==> config.mk <==
export PLATFORM = sky130hd
export DESIGN_NAME = alu_mdu_seq
export DESIGN_NICKNAME = d
export VERILOG_FILES = /design/src/rtl/alu_mdu_seq.sv
export SDC_FILE = /design/constraint.sdc
export NUM_CORES = 1
export LEC_CHECK = 0
export CORE_MARGIN = 2
export CORE_UTILIZATION = 40
export CTS_CLUSTER_SIZE = 16
export DETAILED_ROUTE_END_ITERATION = 6
export SYNTH_ARGS = -nofsm -noshare
export SYNTH_HDL_FRONTEND = slang
export SYNTH_SLANG_ARGS = --single-unit
==> constraint.sdc <==
create_clock -name clk -period 8.1 [get_ports clk]
set_input_delay 1.62 -clock clk [delete_from_list [all_inputs] [get_ports clk]]
set_output_delay 1.62 -clock clk [all_outputs]
set_load 0.01 [all_outputs]
==> src/rtl/alu_mdu_seq.sv <==
// rtl/alu_mdu_seq.sv - registered ALU with iterative multiply/divide unit
module alu_mdu_seq #(
    parameter int XLEN = 32,
    parameter int SHW  = $clog2(XLEN)
) (
    input  logic            clk,
    input  logic            rst_n,
    input  logic            valid_i,
    output logic            ready_o,
    input  logic [4:0]      ALU_OP_i,
    input  logic [XLEN-1:0] ALU_RS1_i,
    input  logic [XLEN-1:0] ALU_RS2_i,
    output logic            valid_o,
    output logic [XLEN-1:0] ALU_RD_o,
    output logic            ALU_ZR_o
);

    typedef enum logic [1:0] {
        S_IDLE = 2'd0,
        S_MUL  = 2'd1,
        S_DIV  = 2'd2
    } state_t;

    state_t state_q, state_d;

    logic [SHW-1:0]    counter_q;
    logic [2*XLEN-1:0] acc_q;       // MUL: {partial high, multiplier}; DIV: {remainder, quotient}
    logic [XLEN-1:0]   opb_q;       // multiplicand / divisor magnitude
    logic [XLEN-1:0]   a_raw_q;     // raw dividend, returned by REM on divide-by-zero
    logic              neg_a_q;
    logic              neg_b_q;
    logic [1:0]        sub_op_q;
    logic [XLEN-1:0]   rd_q;
    logic              valid_q;

    logic accept;
    logic is_mdu;
    logic last_iter;

    assign ready_o   = (state_q == S_IDLE);
    assign accept    = valid_i && ready_o;
    assign is_mdu    = ALU_OP_i[4] && !ALU_OP_i[3];
    assign last_iter = (counter_q == SHW'(XLEN - 1));
    assign valid_o   = valid_q;
    assign ALU_RD_o  = rd_q;
    assign ALU_ZR_o  = (rd_q == '0);

    // Single-cycle base ALU result; 1xxxx codes outside the M range fall out as 0
    logic [XLEN-1:0] base_res;
    logic [SHW-1:0]  shamt;
    assign shamt = ALU_RS2_i[SHW-1:0];

    always_comb begin
        base_res = '0;
        if (!ALU_OP_i[4]) begin
            case (ALU_OP_i[3:0])
                4'b0000: base_res = ALU_RS1_i & ALU_RS2_i;
                4'b0001: base_res = ALU_RS1_i | ALU_RS2_i;
                4'b0010: base_res = ALU_RS1_i + ALU_RS2_i;
                4'b0011: base_res = XLEN'(ALU_RS1_i == ALU_RS2_i);
                4'b0100: base_res = ALU_RS1_i << shamt;
                4'b0101: base_res = ALU_RS1_i >> shamt;
                4'b0111: base_res = XLEN'($signed(ALU_RS1_i) >>> shamt);
                4'b1000: base_res = ALU_RS1_i ^ ALU_RS2_i;
                4'b1001: base_res = ~(ALU_RS1_i | ALU_RS2_i);
                4'b1010: base_res = ALU_RS1_i - ALU_RS2_i;
                4'b1100: base_res = XLEN'($signed(ALU_RS1_i) >= $signed(ALU_RS2_i));
                4'b1101: base_res = XLEN'(ALU_RS1_i >= ALU_RS2_i);
                4'b1110: base_res = XLEN'($signed(ALU_RS1_i) < $signed(ALU_RS2_i));
                4'b1111: base_res = XLEN'(ALU_RS1_i < ALU_RS2_i);
                default: base_res = '0;
            endcase
        end
    end

    // Operand signedness and magnitudes for the iterative unit
    logic            signed_a, signed_b;
    logic            neg_a_in, neg_b_in;
    logic [XLEN-1:0] a_mag, b_mag;

    always_comb begin
        if (ALU_OP_i[2]) begin
            signed_a = !ALU_OP_i[0];
            signed_b = !ALU_OP_i[0];
        end else begin
            signed_a = (ALU_OP_i[1:0] == 2'b01) || (ALU_OP_i[1:0] == 2'b10);
            signed_b = (ALU_OP_i[1:0] == 2'b01);
        end
        neg_a_in = signed_a && ALU_RS1_i[XLEN-1];
        neg_b_in = signed_b && ALU_RS2_i[XLEN-1];
        a_mag    = neg_a_in ? -ALU_RS1_i : ALU_RS1_i;
        b_mag    = neg_b_in ? -ALU_RS2_i : ALU_RS2_i;
    end

    // One shift-add or restoring-subtract step on the accumulator
    logic [XLEN:0]     mul_sum;
    logic [2*XLEN-1:0] mul_nxt;
    logic [XLEN:0]     div_rsh;
    logic [XLEN:0]     div_diff;
    logic              div_ge;
    logic [2*XLEN-1:0] div_nxt;
    logic [2*XLEN-1:0] acc_nxt;

    always_comb begin
        mul_sum  = {1'b0, acc_q[2*XLEN-1:XLEN]} + (acc_q[0] ? {1'b0, opb_q} : '0);
        mul_nxt  = {mul_sum, acc_q[XLEN-1:1]};
        div_rsh  = acc_q[2*XLEN-1:XLEN-1];
        div_ge   = (div_rsh >= {1'b0, opb_q});
        div_diff = div_rsh - {1'b0, opb_q};
        div_nxt  = {(div_ge ? div_diff[XLEN-1:0] : div_rsh[XLEN-1:0]), acc_q[XLEN-2:0], div_ge};
        acc_nxt  = (state_q == S_DIV) ? div_nxt : mul_nxt;
    end

    // Sign fix-up and special cases applied to the final iteration's value
    logic [2*XLEN-1:0] prod_s;
    logic [XLEN-1:0]   quot, rem;
    logic [XLEN-1:0]   mdu_res;

    always_comb begin
        prod_s  = (neg_a_q ^ neg_b_q) ? -mul_nxt : mul_nxt;
        quot    = div_nxt[XLEN-1:0];
        rem     = div_nxt[2*XLEN-1:XLEN];
        mdu_res = '0;
        if (state_q == S_MUL) begin
            mdu_res = (sub_op_q == 2'b00) ? prod_s[XLEN-1:0] : prod_s[2*XLEN-1:XLEN];
        end else if (opb_q == '0) begin
            mdu_res = sub_op_q[1] ? a_raw_q : '1;
        end else if (sub_op_q[1]) begin
            mdu_res = neg_a_q ? -rem : rem;
        end else begin
            mdu_res = (neg_a_q ^ neg_b_q) ? -quot : quot;
        end
    end

    // State register
    always_ff @(posedge clk) begin
        if (!rst_n) begin
            state_q <= S_IDLE;
        end else begin
            state_q <= state_d;
        end
    end

    // Next-state: enter MUL/DIV on an accepted M op, leave after the last iteration
    always_comb begin
        state_d = state_q;
        case (state_q)
            S_IDLE: begin
                if (accept && is_mdu) begin
                    state_d = ALU_OP_i[2] ? S_DIV : S_MUL;
                end
            end
            S_MUL, S_DIV: begin
                if (last_iter) begin
                    state_d = S_IDLE;
                end
            end
            default: state_d = S_IDLE;
        endcase
    end

    // Datapath: operand capture, iteration and result/valid registration
    always_ff @(posedge clk) begin
        if (!rst_n) begin
            counter_q <= '0;
            acc_q     <= '0;
            opb_q     <= '0;
            a_raw_q   <= '0;
            neg_a_q   <= 1'b0;
            neg_b_q   <= 1'b0;
            sub_op_q  <= 2'b00;
            rd_q      <= '0;
            valid_q   <= 1'b0;
        end else begin
            valid_q <= 1'b0;
            if (state_q == S_IDLE) begin
                if (accept) begin
                    if (is_mdu) begin
                        counter_q <= '0;
                        acc_q     <= {{XLEN{1'b0}}, a_mag};
                        opb_q     <= b_mag;
                        a_raw_q   <= ALU_RS1_i;
                        neg_a_q   <= neg_a_in;
                        neg_b_q   <= neg_b_in;
                        sub_op_q  <= ALU_OP_i[1:0];
                    end else begin
                        rd_q    <= base_res;
                        valid_q <= 1'b1;
                    end
                end
            end else begin
                acc_q     <= acc_nxt;
                counter_q <= counter_q + 1'b1;
                if (last_iter) begin
                    counter_q <= '0;
                    rd_q      <= mdu_res;
                    valid_q   <= 1'b1;
                end
            end
        end
    end

endmodule

==> load_flow_metrics.sql <==
INSERT INTO impl_metrics (metric_group, metric, value, unit) VALUES
('synth', 'mean_syn_cell_area', '7.019', 'um^2'),
('die', 'initial_core_util', '0.4064', ''),
('worst_setup_path', 'crit_path_cell_trace', 'clkdlybuf4s50_1 > inv_1 > ha_1 > nor3_1 > a221oi_1 > a211oi_1 > o311ai_1 > a21oi_1 > o21ai_0 > nand2b_1 > o21ai_0 > mux2i_1 > nor3_1 > a211oi_1 > a31oi_1', ''),
('pwr', 'p_int', '1944', 'uW'),
('die', 'placement_rows', '93', ''),
('placement', 'port_bufs', '106', ''),
('route', 'vias_per_cell', '6.746', ''),
('worst_setup_path', 'ff2ff_path_depth', '20', ''),
('layout', 'finalCoreUtilization', '0.4403', ''),
('pwr', 'power.density', '131.1', 'nW/um^2'),
('layout', 'fin_cells', '4505', ''),
('sta', 'final_min_period_over_clock_period', '0.7888', ''),
('synth', 'proportion_of_register_bits_with_asynchronous_set_or_reset_after_synthesis', '0', ''),
('synth', 'synth.yosys.warnings', '0', ''),
('synth', 'synth.ff_latch_count', '172', ''),
('sta', 'rsz0062_at_grt', 'false', ''),
('pwr', 'switching_power', '1790', 'uW'),
('pwr', 'power.share.combinational', '0.500', ''),
('sta', 'timing_worst_slew_pin_value', '1394', 'ps'),
('status', 'run_status', 'completed', ''),
('clock_tree', 'ctsHoldBuffers', '0', ''),
('sta', 'finalClockSkew', '18.33', 'ps'),
('worst_setup_path', 'cp_data_arrival_time', '6740', 'ps'),
('layout', 'finalNetCount', '3885', ''),
('sta', 'timing.fmax', '0.1565', 'GHz'),
('global_routing', 'first_global_vias', '27630', ''),
('pwr', 'total_leakage_power', '0.01108', 'uW'),
('synth', 'synth_edf_count', '0', ''),
('sta', 'fin_tns_setup', '0', 'ps'),
('worst_setup_path', 'worst_path_largest_cell_delay', '820', 'ps'),
('route', 'drt_pre_antenna_iters', '6', ''),
('synth', 'synth_cell_types', '104', ''),
('synth', 'synth_cells', '3746', ''),
('clock_tree', 'number_of_instances_resized_during_post_cts_repair', '0', ''),
('pwr', 'irDropWorstVdd', '0.1146', 'mV'),
('clock_tree', 'ctsRootBufferMaster', 'clkbuf_16', ''),
('pwr', 'switching_share', '0.4794', ''),
('global_routing', 'pin_count_of_the_biggest_net_entering_global_routing', '65', ''),
('synth', 'mappedNetlistArea', '26290', 'um^2'),
('synth', 'synth_largest_type_area_fraction', '0.1310', ''),
('placement', 'place.gp.congestion', '1.059', ''),
('placement', 'place.detailed.hpwl', '105300', 'um'),
('pwr', 'power.share.sequential', '0.262', ''),
('die', 'die-width', '260.4', 'um'),
('global_routing', 'grt_use_total', '0.3859', ''),
('layout', 'fin_area', '28490', 'um^2'),
('clock_tree', 'postCtsSetupRepairBufs', '0', ''),
('hold_path', 'holdPathStages', '1', ''),
('die', 'core-area', '64700', 'um^2'),
('clock_tree', 'tritoncts', 'yes', ''),
('flow_run', 'max_cap_violations', '0', ''),
('global_routing', 'global_route_overflow', '0', ''),
('synth', 'synth.largest_area_cell', 'dfxtp_1', ''),
('clock_tree', 'clkSlewWorstSetupHoldPaths', '80', 'ps'),
('pwr', 'clock_power_share', '0.237', ''),
('worst_setup_path', 'crit_type', 'input pin to flip-flop', ''),
('route', 'via_count', '30390', ''),
('worst_setup_path', 'data_required_time_of_the_critical_path', '8450', 'ps'),
('die', 'boundaryPins', '107', ''),
('layout', 'filler_cell_count', '6925', ''),
('worst_setup_path', 'worst_setup_path_start_kind', 'input pin', ''),
('sta', 'worst_case_headroom_to_the_max_slew_limit', '0.06465', ''),
('worst_setup_path', 'critical_path.endpoint_type', 'flip-flop', ''),
('route', 'drc', '0', ''),
('synth', 'synthesis.nets', '3997', ''),
('sta', 'final_period_minus_worst_setup_slack', '6389', 'ps'),
('route', 'post_drt_wl_per_cell', '29.96', 'um'),
('global_routing', 'grt_antenna_before_repair', '6', ''),
('sta', 'hold_viol_final', '0', ''),
('route', 'wirelength', '135000', 'um'),
('die', 'die_h', '260.4', 'um');
## registers in the layout, summed over array words and instances, names as in the netlist
| register | cells |
|---|---|
| valid_o | 1 |
| neg_a_q | 1 |
| opb_q | 32 |
| neg_b_q | 1 |
| state_q | 2 |
| acc_q | 64 |
| counter_q | 5 |
| ALU_RD_o | 32 |
| a_raw_q | 32 |
| sub_op_q | 2 |
## placed cells by master (no fill, tap or decap), types with 75 or more instances in the layout
| cell type | count |
|---|---|
| a211oi_1 | 78 |
| a21oi_1 | 398 |
| buf_4 | 81 |
| clkdlybuf4s50_1 | 101 |
| dfxtp_1 | 172 |
| ha_1 | 173 |
| inv_1 | 158 |
| mux2i_1 | 75 |
| nand2_1 | 366 |
| nor2_1 | 439 |
| nor3_1 | 88 |
| o21ai_0 | 222 |
| xnor2_1 | 177 |
## worst reg2reg max path, stage by stage, from the launching register on
cell	delay, ps
dfxtp_1	510
ha_1	430
a21oi_4	290
o21ai_1	170
a21o_1	230
a211o_1	430
a32oi_4	480
nand2_4	220
mux2_2	370
inv_1	60
ha_1	180
inv_1	60
nor4_1	410
nand4_1	230
nor4_1	530
a31oi_1	350
o41ai_2	450
xnor2_1	210
a21oi_1	110
o221ai_1	250
a41oi_1	150
## kinds of logic after synthesis
logic type	synth area share
AND/OR/NAND/NOR	0.2153
AO/OA/AOI/OAI	0.3160
buffers and inverters	0.07267
flip-flops	0.1310
adder cells (fa/ha/maj)	0.08633
multiplexers	0.09837
XOR/XNOR	0.08028
## power groups by stage
stage               registers, uW  logic, uW  clock network, uW
floorplan                     937       1200                  0
global placement              993       1800                  0
detailed placement            992       1790                  0
CTS                           973       1800                889
global route                  979       1960                921
finish                        979       1870                886
## routing by layer
layer  track usage  vias up  wire, um
li1              -    13540         -
met4        0.2146        4      8970
met1        0.5028    14590     53370
met2        0.6052     1889     59170
met3       0.06449      365     13440
met5             0        -        22
## final cells by class
cell class / instances / area, um^2 / share of cell area
repair buffers: 187 / 1659 / 0.05824
well taps: 855 / 1070 / 0.03755
inverters: 168 / 633.1 / 0.02223
diodes: 3 / 7.507 / 0.0002635
clock inverters: 15 / 200.2 / 0.007028
clock buffers: 17 / 425.4 / 0.01493
flip-flops and latches: 172 / 3443 / 0.1209
multi-input cells: 3088 / 21050 / 0.7389
## metrics by stage
stage | power [uW] | setup slack, ps | hold WS (ps)
2_1_floorplan | 2133 | 1882 | 414.3
3_3_place_gp | 2793 | 1487 | 435.1
3_5_place_dp | 2783 | 1462 | 436.6
4_1_cts | 3661 | 1932 | 449.4
5_1_grt | 3856 | 1482 | 480.8
6_report | 3735 | 1711 | 449.3
## worst paths after layout
check,start,slack [ps],end
setup / recovery,ALU_RS1_i[2],1710,ALU_RD_o[31]
hold reg to reg,counter_q[3],450,counter_q[3]
hold / removal,counter_q[3],450,counter_q[3]
setup reg to reg,acc_q[37],1830,ALU_RD_o[24]
## Yosys cell counts (15+ instances only)
library cell,number
or3_1,37
ha_1,175
xnor2_1,178
a21oi_1,400
o21bai_1,17
a221oi_1,52
o22ai_1,18
o21a_1,23
nor4_1,49
nand4_1,37
buf_2,20
a211oi_1,78
o21ai_0,222
clkbuf_1,267
and2_1,21
o31ai_1,45
inv_1,160
a21o_1,47
nand2b_1,26
nand2_1,366
o221ai_1,49
mux2i_1,75
mux4_2,62
and3_1,21
a211o_1,18
nand3_1,54
a31oi_1,57
nor2b_1,26
buf_1,21
dfxtp_1,172
nor3_1,88
mux2_2,33
o21ai_1,15
xor2_1,63
nor2_1,443
o211ai_1,44
No activity file was read; power rests on OpenSTA's default activity.
